<file path="src/rtl/fetch_unit.sv">
// Instruction fetch stage: PC ownership, single-outstanding imem handshake, small {pc, word} buffer.
// Optional build macro FETCH_PC8_EN: instr_pc reports the stored PC + 8 (ARM R15 read value).
module fetch_unit #(
  parameter logic [31:0] RESET_PC = 32'h0000_0000,
  parameter int unsigned DEPTH    = 2
) (
  input  logic        clk,
  input  logic        rst,
  output logic        imem_req,
  output logic [31:0] imem_addr,
  input  logic        imem_gnt,
  input  logic        imem_rvalid,
  input  logic [31:0] imem_rdata,
  input  logic        branch_en,
  input  logic [31:0] branch_target,
  output logic        instr_valid,
  output logic [31:0] instr,
  output logic [31:0] instr_pc,
  input  logic        instr_ready
);

  localparam int unsigned PW = (DEPTH > 1) ? $clog2(DEPTH) : 1;
  localparam int unsigned CW = $clog2(DEPTH + 1);
  localparam logic [PW-1:0] LAST_PTR = PW'(DEPTH - 1);
  localparam logic [31:0] PC_STEP = 32'd4;

  typedef struct packed {
    logic [31:0] pc;
    logic [31:0] word;
  } entry_t;

  entry_t        fifo_q [DEPTH];
  logic [PW-1:0] rd_ptr_q, rd_ptr_d, wr_ptr_q, wr_ptr_d;
  logic [CW-1:0] count_q, count_d;
  logic [31:0]   fetch_pc_q, fetch_pc_d;
  logic [31:0]   tag_pc_q, tag_pc_d;
  logic          outstanding_q, outstanding_d;
  logic          discard_q, discard_d;

  logic [CW:0]   used;
  logic          credit, grant, rsp, push, pop;
  entry_t        head;
  logic [31:0]   head_pc;
  logic          unused_tgt_lsbs;

  assign unused_tgt_lsbs = ^branch_target[1:0];

  function automatic logic [PW-1:0] ptr_inc(input logic [PW-1:0] p);
    return (p == LAST_PTR) ? '0 : p + PW'(1);
  endfunction

  // Issue credit: buffered plus in-flight words must leave room for one more
  assign used     = (CW+1)'(count_q) + (CW+1)'(outstanding_q);
  assign credit   = used < (CW+1)'(DEPTH);
  assign imem_req = rst & credit & ~outstanding_q & ~branch_en;
  assign imem_addr = fetch_pc_q;

  assign grant = imem_req & imem_gnt;
  assign rsp   = imem_rvalid & (outstanding_q | discard_q);
  assign push  = rst & rsp & ~discard_q & ~branch_en;
  assign pop   = instr_valid & instr_ready & ~branch_en;

  // Next-state logic
  always_comb begin
    fetch_pc_d    = fetch_pc_q;
    tag_pc_d      = tag_pc_q;
    outstanding_d = outstanding_q;
    discard_d     = discard_q;
    count_d       = count_q;
    rd_ptr_d      = rd_ptr_q;
    wr_ptr_d      = wr_ptr_q;

    if (rsp) begin
      outstanding_d = 1'b0;
      discard_d     = 1'b0;
    end
    if (grant) begin
      outstanding_d = 1'b1;
      tag_pc_d      = fetch_pc_q;
      fetch_pc_d    = fetch_pc_q + PC_STEP;
    end
    if (push) wr_ptr_d = ptr_inc(wr_ptr_q);
    if (pop)  rd_ptr_d = ptr_inc(rd_ptr_q);
    case ({push, pop})
      2'b10:   count_d = count_q + CW'(1);
      2'b01:   count_d = count_q - CW'(1);
      default: count_d = count_q;
    endcase

    // Redirect flushes the buffer; a response still in flight is marked for dropping
    if (branch_en) begin
      fetch_pc_d = {branch_target[31:2], 2'b00};
      count_d    = '0;
      rd_ptr_d   = '0;
      wr_ptr_d   = '0;
      if (!imem_rvalid) discard_d = discard_q | outstanding_q;
    end
  end

  always_ff @(posedge clk) begin
    if (!rst) begin
      fetch_pc_q    <= {RESET_PC[31:2], 2'b00};
      tag_pc_q      <= '0;
      outstanding_q <= 1'b0;
      // A response in flight across reset must not be delivered afterwards
      discard_q     <= (discard_q | outstanding_q) & ~imem_rvalid;
      count_q       <= '0;
      rd_ptr_q      <= '0;
      wr_ptr_q      <= '0;
    end else begin
      fetch_pc_q    <= fetch_pc_d;
      tag_pc_q      <= tag_pc_d;
      outstanding_q <= outstanding_d;
      discard_q     <= discard_d;
      count_q       <= count_d;
      rd_ptr_q      <= rd_ptr_d;
      wr_ptr_q      <= wr_ptr_d;
    end
  end

  always_ff @(posedge clk) begin
    if (push) fifo_q[wr_ptr_q] <= '{pc: tag_pc_q, word: imem_rdata};
  end

  // Head presentation; zeros when empty
  assign head        = fifo_q[rd_ptr_q];
  assign instr_valid = (count_q != '0);
`ifdef FETCH_PC8_EN
  assign head_pc = head.pc + 32'd8;
`else
  assign head_pc = head.pc;
`endif
  assign instr    = instr_valid ? head.word : 32'h0;
  assign instr_pc = instr_valid ? head_pc : 32'h0;

endmodule

</file>
<file path="config.mk">
export PLATFORM = sky130hd
export DESIGN_NAME = fetch_unit
export DESIGN_NICKNAME = d
export VERILOG_FILES = /design/src/rtl/fetch_unit.sv
export SDC_FILE = /design/constraint.sdc
export NUM_CORES = 1
export LEC_CHECK = 0
export ABC_AREA = 1
export CORE_ASPECT_RATIO = 1.75
export CORE_MARGIN = 3
export CORE_UTILIZATION = 55
export DETAILED_ROUTE_END_ITERATION = 6
export GPL_TIMING_DRIVEN = 0
export MAX_ROUTING_LAYER = met4
export PLACE_DENSITY = 0.82
export REMOVE_ABC_BUFFERS = 1
export SLEW_MARGIN = 0
export SYNTH_ARGS = -nofsm -noshare
export SYNTH_HDL_FRONTEND = slang
export SYNTH_SLANG_ARGS = --single-unit
export TNS_END_PERCENT = 20
</file>
<file path="constraint.sdc">
create_clock -name clk -period 9.45 [get_ports clk]
set_input_delay 1.89 -clock clk [delete_from_list [all_inputs] [get_ports clk]]
set_output_delay 1.89 -clock clk [all_outputs]
set_load 0.005 [all_outputs]
</file>
# == Word level (Yosys, flattened, before mapping) ==
# Memory sizes are Yosys's and may differ from the RTL's. A register that Yosys moved wholly into a read port is not among the register bits.
# Index checks and enable logic that the tools add are counted.
# totals
latchBits,0
output_inout_bits,98
ramBits,128
romBits,0
regBits,70
mem_count,1
# mem_list
name,words,word_bits,read_ports,rd_clocked_by_memory_dff,write_ports,line,source
fifo_q,2,64,1,1,1,32,entry_t fifo_q [DEPTH];
# op_classes
bitwise_logic,17
n_lt_le_gt_ge,1
n_shift,0
reduce_logical,5
mul,0
add_sub_neg,6
n_div,0
eq_ne,2
mux,17
# ops
operator,n
$mux 32,4
$add 32x3->32 const B,1
$mux 1,12
$and 1x1->1,11
$reduce_bool 2->1,4
$not 1->1,5
$pmux 2 s2,1
$add 2x1->3,1
$lt 3x2->1 const B,1
$add 1x1->1 const B,2
$add 2x1->2 const B,1
$eq 2x1->1 const B,1
$eq 2x2->1 const B,1
$reduce_or 2->1,1
$sub 2x1->2 const B,1
$or 1x1->1,1

# == Logic depth before layout (Yosys ltp) ==
# logic_depth
word_depth,8
depth_mapped,11
depth_no_buf,11

# == Worst setup path before layout ==
# OpenSTA, ideal clock, no wires.
# synth_path
path_kind,input to register
start,input branch_en
end,"memory fifo_q[0][0] (netlist name), enable pin"
slack_ns,3.979
cell_stages,4
arrival_time_ns,4.989
required_ns,8.968
cell_sequence,buf_4 nor2_8 nand4_1 nor2_1
# synth_via
elab_chain_cells,4
# synth_rtl
element,line,source
from (decl),14,"input logic branch_en,"
$not 1->1,60,assign push = rst & rsp & ~discard_q & ~branch_en;
$and 1x1->1,60,
$mux 1,122,"if (push) fifo_q[wr_ptr_q] <= '{pc: tag_pc_q, word: imem_rdata};"
$mux 1 (implied by the code),122,
to (decl),32,
# No other way between the ends.

# == Worst setup path in the final report ==
# layout_path
start,input rst
end,output imem_req
# layout_via
elab_chain_cells,3
# layout_rtl
element,line,source
from (decl),8,"input logic rst,"
$and 1x1->1 (3 in a row),55,assign imem_req = rst & credit & ~outstanding_q & ~branch_en;
to (decl),9,"output logic imem_req,"
# No other way between the ends.

==> run summary <==
The synthesized area per cell is 9.326 um^2, and the number of port buffers is 161. The number of warnings issued by yosys was 0; the number of setup violations in the final report was 0. For the final database, setup skew stands at 0.01217 ns. The critical path goes through clkdlybuf4s50_1 > inv_2 > nor2_8 > nand2_1 > inv_1 > clkdlybuf4s50_1. The clock network is responsible for 41.1% of the overall power. The wire-length estimate of the detail-placed layout is 13350 um. The region available for standard cell placement spans 14510 um^2. The first global-routing pass estimated 31510 um of wire.

The maximum fanout along the worst path works out to 43. The floorplan step defined a die boundary enclosing 16460 um^2. Global routing used 24.49% of the available tracks across all layers. The TritonCTS sink count was 191; the synthesized area was 8198 um^2. The data arrival time of the critical path was 4.47 ns. Adding up every negative setup slack in the final design gives 0 ns. The tools report the CTS buffer count as 17.

The path depth of the worst reg2reg path is 10, and the mean routed wirelength per cell is 16.23 um. In this run the static leakage power is 3.783 nW. The final layout contains 1096 nets.

The tools report the switching power of the nets as 0.0003820 W. The final route contains 6555 vias. The min-delay analysis places its worst path in the category reg2reg. The run gives 39 as the number of library cell types mapped by synthesis. The H-tree generated during clock tree synthesis spans 4 levels. After detailed placement, the total cell area comes to 9962 um^2. The cell with the largest stage delay on the worst path is sky130_fd_sc_hd__clkdlybuf4s50_1.

The critical path in this run is classified as in2out. Per report_power, the combinational group accounts for 6.0% of the total. The worst setup path is captured at an output pin. For the worst setup path, the data required time is 7.56 ns.

The number of violations of the max-capacitance limit was 0. In the synthesized netlist the dominant register cell turns out to be sky130_fd_sc_hd__edfxtp_1. The global placement routability congestion is 0.9052, and the area taken by flip-flops and latches is 5066 um^2.

Counting both buffers and inverters, the worst setup path holds a total of 4. The tools report the number of global-route vias before repair as 6451. Headroom to the max-slew limit came out at 8.856%. Once the clock tree was built, the setup fixing pass inserted 0 buffers.

The synthesized design contains 124 enable-type register cells. TritonCTS built the clock tree. Final hold analysis gives a worst-case slack of 0.4587 ns. Summed over all layers, the global routing overflow is 0. The net switching fraction of the power was 22.07%. For the residual DRC count, the log shows 0.

Entering global routing, the biggest net connects 63 pins. For this design the top-level I/O count stands at 168. Sum of routed wire length over all layers: 19750 um.

The synthesized design contains 191 register bits. The tools report the fraction of the core area covered by cells at the end of the flow as 72.68%. Sequential cells burn 52.9% of the power. The clock latency on the worst-skew pair was 0.42 ns. The library cell occupying the most area in the post-synthesis netlist is sky130_fd_sc_hd__edfxtp_1. Setup repair after global routing left no endpoint under its margin. The worst-case IR drop observed on VDD is 0.0001302 V. The cell-internal power was 0.001349 W. The tools report the number of hold-slack violations in the final timing report as 0.

On the critical path the largest part of the delay comes from buffers and inverters. The post-layout minimum cycle time was 6.363 ns; the number of nets with antenna violations after routing was 0. At the pin with the least slew margin, the transition time is 1.363 ns. The floorplan has 58 rows. After clock tree synthesis, the clock-pin slew on the worst setup and hold paths is 0.07 ns. Sequential elements use 61.78% of the synthesized area. Overall power consumption after layout is estimated at 0.001731 W. CTS placed an instance of sky130_fd_sc_hd__clkbuf_16 at the clock tree root. The worst hold path passes through 0 cells. The detailed router finished its first iteration with 372 violations. The post-route netlist has 6.557% of its cells at a drive strength greater than 1.

In this run the power density over the cells is 164.1 nW/um^2. Fraction of the cycle the final worst path needs: 67.34%. The number of gates resized after CTS was 0. STA classifies the critical path startpoint as a primary input.

For this configuration, the core starts out at a cell density of 56.48%. By instance count, the cell type seen most on the critical path is sky130_fd_sc_hd__clkdlybuf4s50_1. Number of search-and-repair iterations in the first detailed-routing pass: 5. The run gives 2615 um^2 as the multi-input combinational cell area. In the routed layout, each cell is associated on average with a via count of 5.386. The number of antenna violations at the first check in global routing is 0. The total stage count of the critical path is 6.

Derived from the worst setup path, the maximum achievable clock frequency is 157.2 MHz. Synthesis handed over a netlist of 879 instances. Compared with the post-synthesis result, the final layout area differs by 28.68%. Fill cells in the final layout number 1061. The run gives 0 as the number of buffers added to fix hold violations after cts. The width of the die works out to 98.29 um.

The largest incremental delay on the critical path is 1.03 ns, and the count of pins over their slew limit is 0. The finished cells cover 10550 um^2. The share of the synthesized area in the top cell type is 45.42%. Counting along the longest clock path gives a buffer depth of 2. The number of antenna diodes in the final layout is 0. Measured along the y axis, the die boundary spans 167.5 um. Yosys attributes the largest share of cell area to sky130_fd_sc_hd__edfxtp_1 45%, sky130_fd_sc_hd__dfxtp_1 16%, sky130_fd_sc_hd__nand2_1 13%. Counting flops with an async set or reset pin after synthesis yields a share of 0%. The run finished with clean final reports.
## layout by cell type (no fill, tap or decap), types with 9 or more instances in the layout
| cell | synthesis | routed |
|---|---|---|
| sky130_fd_sc_hd__nand2_1 | 280 | 280 |
| sky130_fd_sc_hd__dfxtp_1 | 67 | 66 |
| sky130_fd_sc_hd__inv_1 | 75 | 75 |
| sky130_fd_sc_hd__nor2_1 | 48 | 45 |
| sky130_fd_sc_hd__nor2_2 | 9 | 9 |
| sky130_fd_sc_hd__clkbuf_16 | 0 | 17 |
| sky130_fd_sc_hd__nand3_1 | 38 | 38 |
| sky130_fd_sc_hd__a21oi_1 | 106 | 106 |
| sky130_fd_sc_hd__o21ai_0 | 32 | 32 |
| sky130_fd_sc_hd__edfxtp_1 | 124 | 124 |
| sky130_fd_sc_hd__clkdlybuf4s50_1 | 0 | 161 |
## power groups by stage
stage	combinational, W	sequential [W]	clock [W]
finish	0.000104	0.000916	0.000712
detailed placement	0.000103	0.000934	0
CTS	0.000104	0.000915	0.000722
global route	0.000114	0.000917	0.000749
floorplan	0.0000395	0.000930	0
global placement	0.000100	0.000933	0
## per-layer routing
layer	track usage, %	share of wire, %
met5	-	0
met4	10.29	3.0
met3	3.293	4.5
met2	43.32	54
met1	27.52	38
## logic make-up after synthesis
family / share of synthesized area [%]
fa+ha+maj: 0.3052
compound gates: 10.74
flops: 61.78
xor+xnor: 0.4274
buf+inv: 6.731
other cells: 0.04574
simple gates: 19.96
## state kept, by name, summed over array words and instances (netlist names), named ones only
name / cells
count_q: 2
discard_q: 1
fifo_q: 124
imem_addr: 30
outstanding_q: 1
rd_ptr_q: 1
tag_pc_q: 30
wr_ptr_q: 1
## metrics by stage
stage | setup WS, ns | std cells
after floorplan | 3.881 | 838
after global placement | 0.7672 | 1179
after detailed placement | 3.047 | 1185
after CTS | 3.032 | 1217
after global routing | 3.019 | 1217
final | 3.087 | 1217
## cells in the mapped netlist (3+ instances only)
cell type and n:
sky130_fd_sc_hd__a211oi_1 7, sky130_fd_sc_hd__a21oi_1 106, sky130_fd_sc_hd__a31oi_1 5, sky130_fd_sc_hd__buf_2 5
sky130_fd_sc_hd__buf_4 8, sky130_fd_sc_hd__buf_6 4, sky130_fd_sc_hd__clkbuf_1 25, sky130_fd_sc_hd__dfxtp_1 67
sky130_fd_sc_hd__edfxtp_1 124, sky130_fd_sc_hd__inv_1 75, sky130_fd_sc_hd__inv_2 5, sky130_fd_sc_hd__nand2_1 280
sky130_fd_sc_hd__nand3_1 38, sky130_fd_sc_hd__nand3_2 3, sky130_fd_sc_hd__nand4_1 8, sky130_fd_sc_hd__nor2_1 48
sky130_fd_sc_hd__nor2_2 9, sky130_fd_sc_hd__nor2_4 3, sky130_fd_sc_hd__o21ai_0 32, sky130_fd_sc_hd__xnor2_1 3
## worst reg2reg max path, delay by kind of cell, from the launching register on
| family | cells | cell delay (ns) |
|---|---|---|
| flops | 1 | 0.35 |
| simple gates | 7 | 2.16 |
| buf+inv | 3 | 0.35 |
## final timing paths
path / startpoint / endpoint / slack (ns)
worst min-delay path: tag_pc_q[6] / fifo_q[0][38] / 0.46
worst max register to register: count_q[1] / imem_addr[17] / 6.50
worst min register to register: tag_pc_q[6] / fifo_q[0][38] / 0.46
worst max-delay path: rst / imem_req / 3.09
## cell type report
class	count	share of cell area [%]
clock buffer	18	4.068
clock inverter	14	1.494
inverter	81	2.930
multi-input combinational	566	24.79
sequential	191	48.03
tap	180	2.135
timing repair buffer	167	16.56
Note: power is estimated with default switching activity, not from simulation.
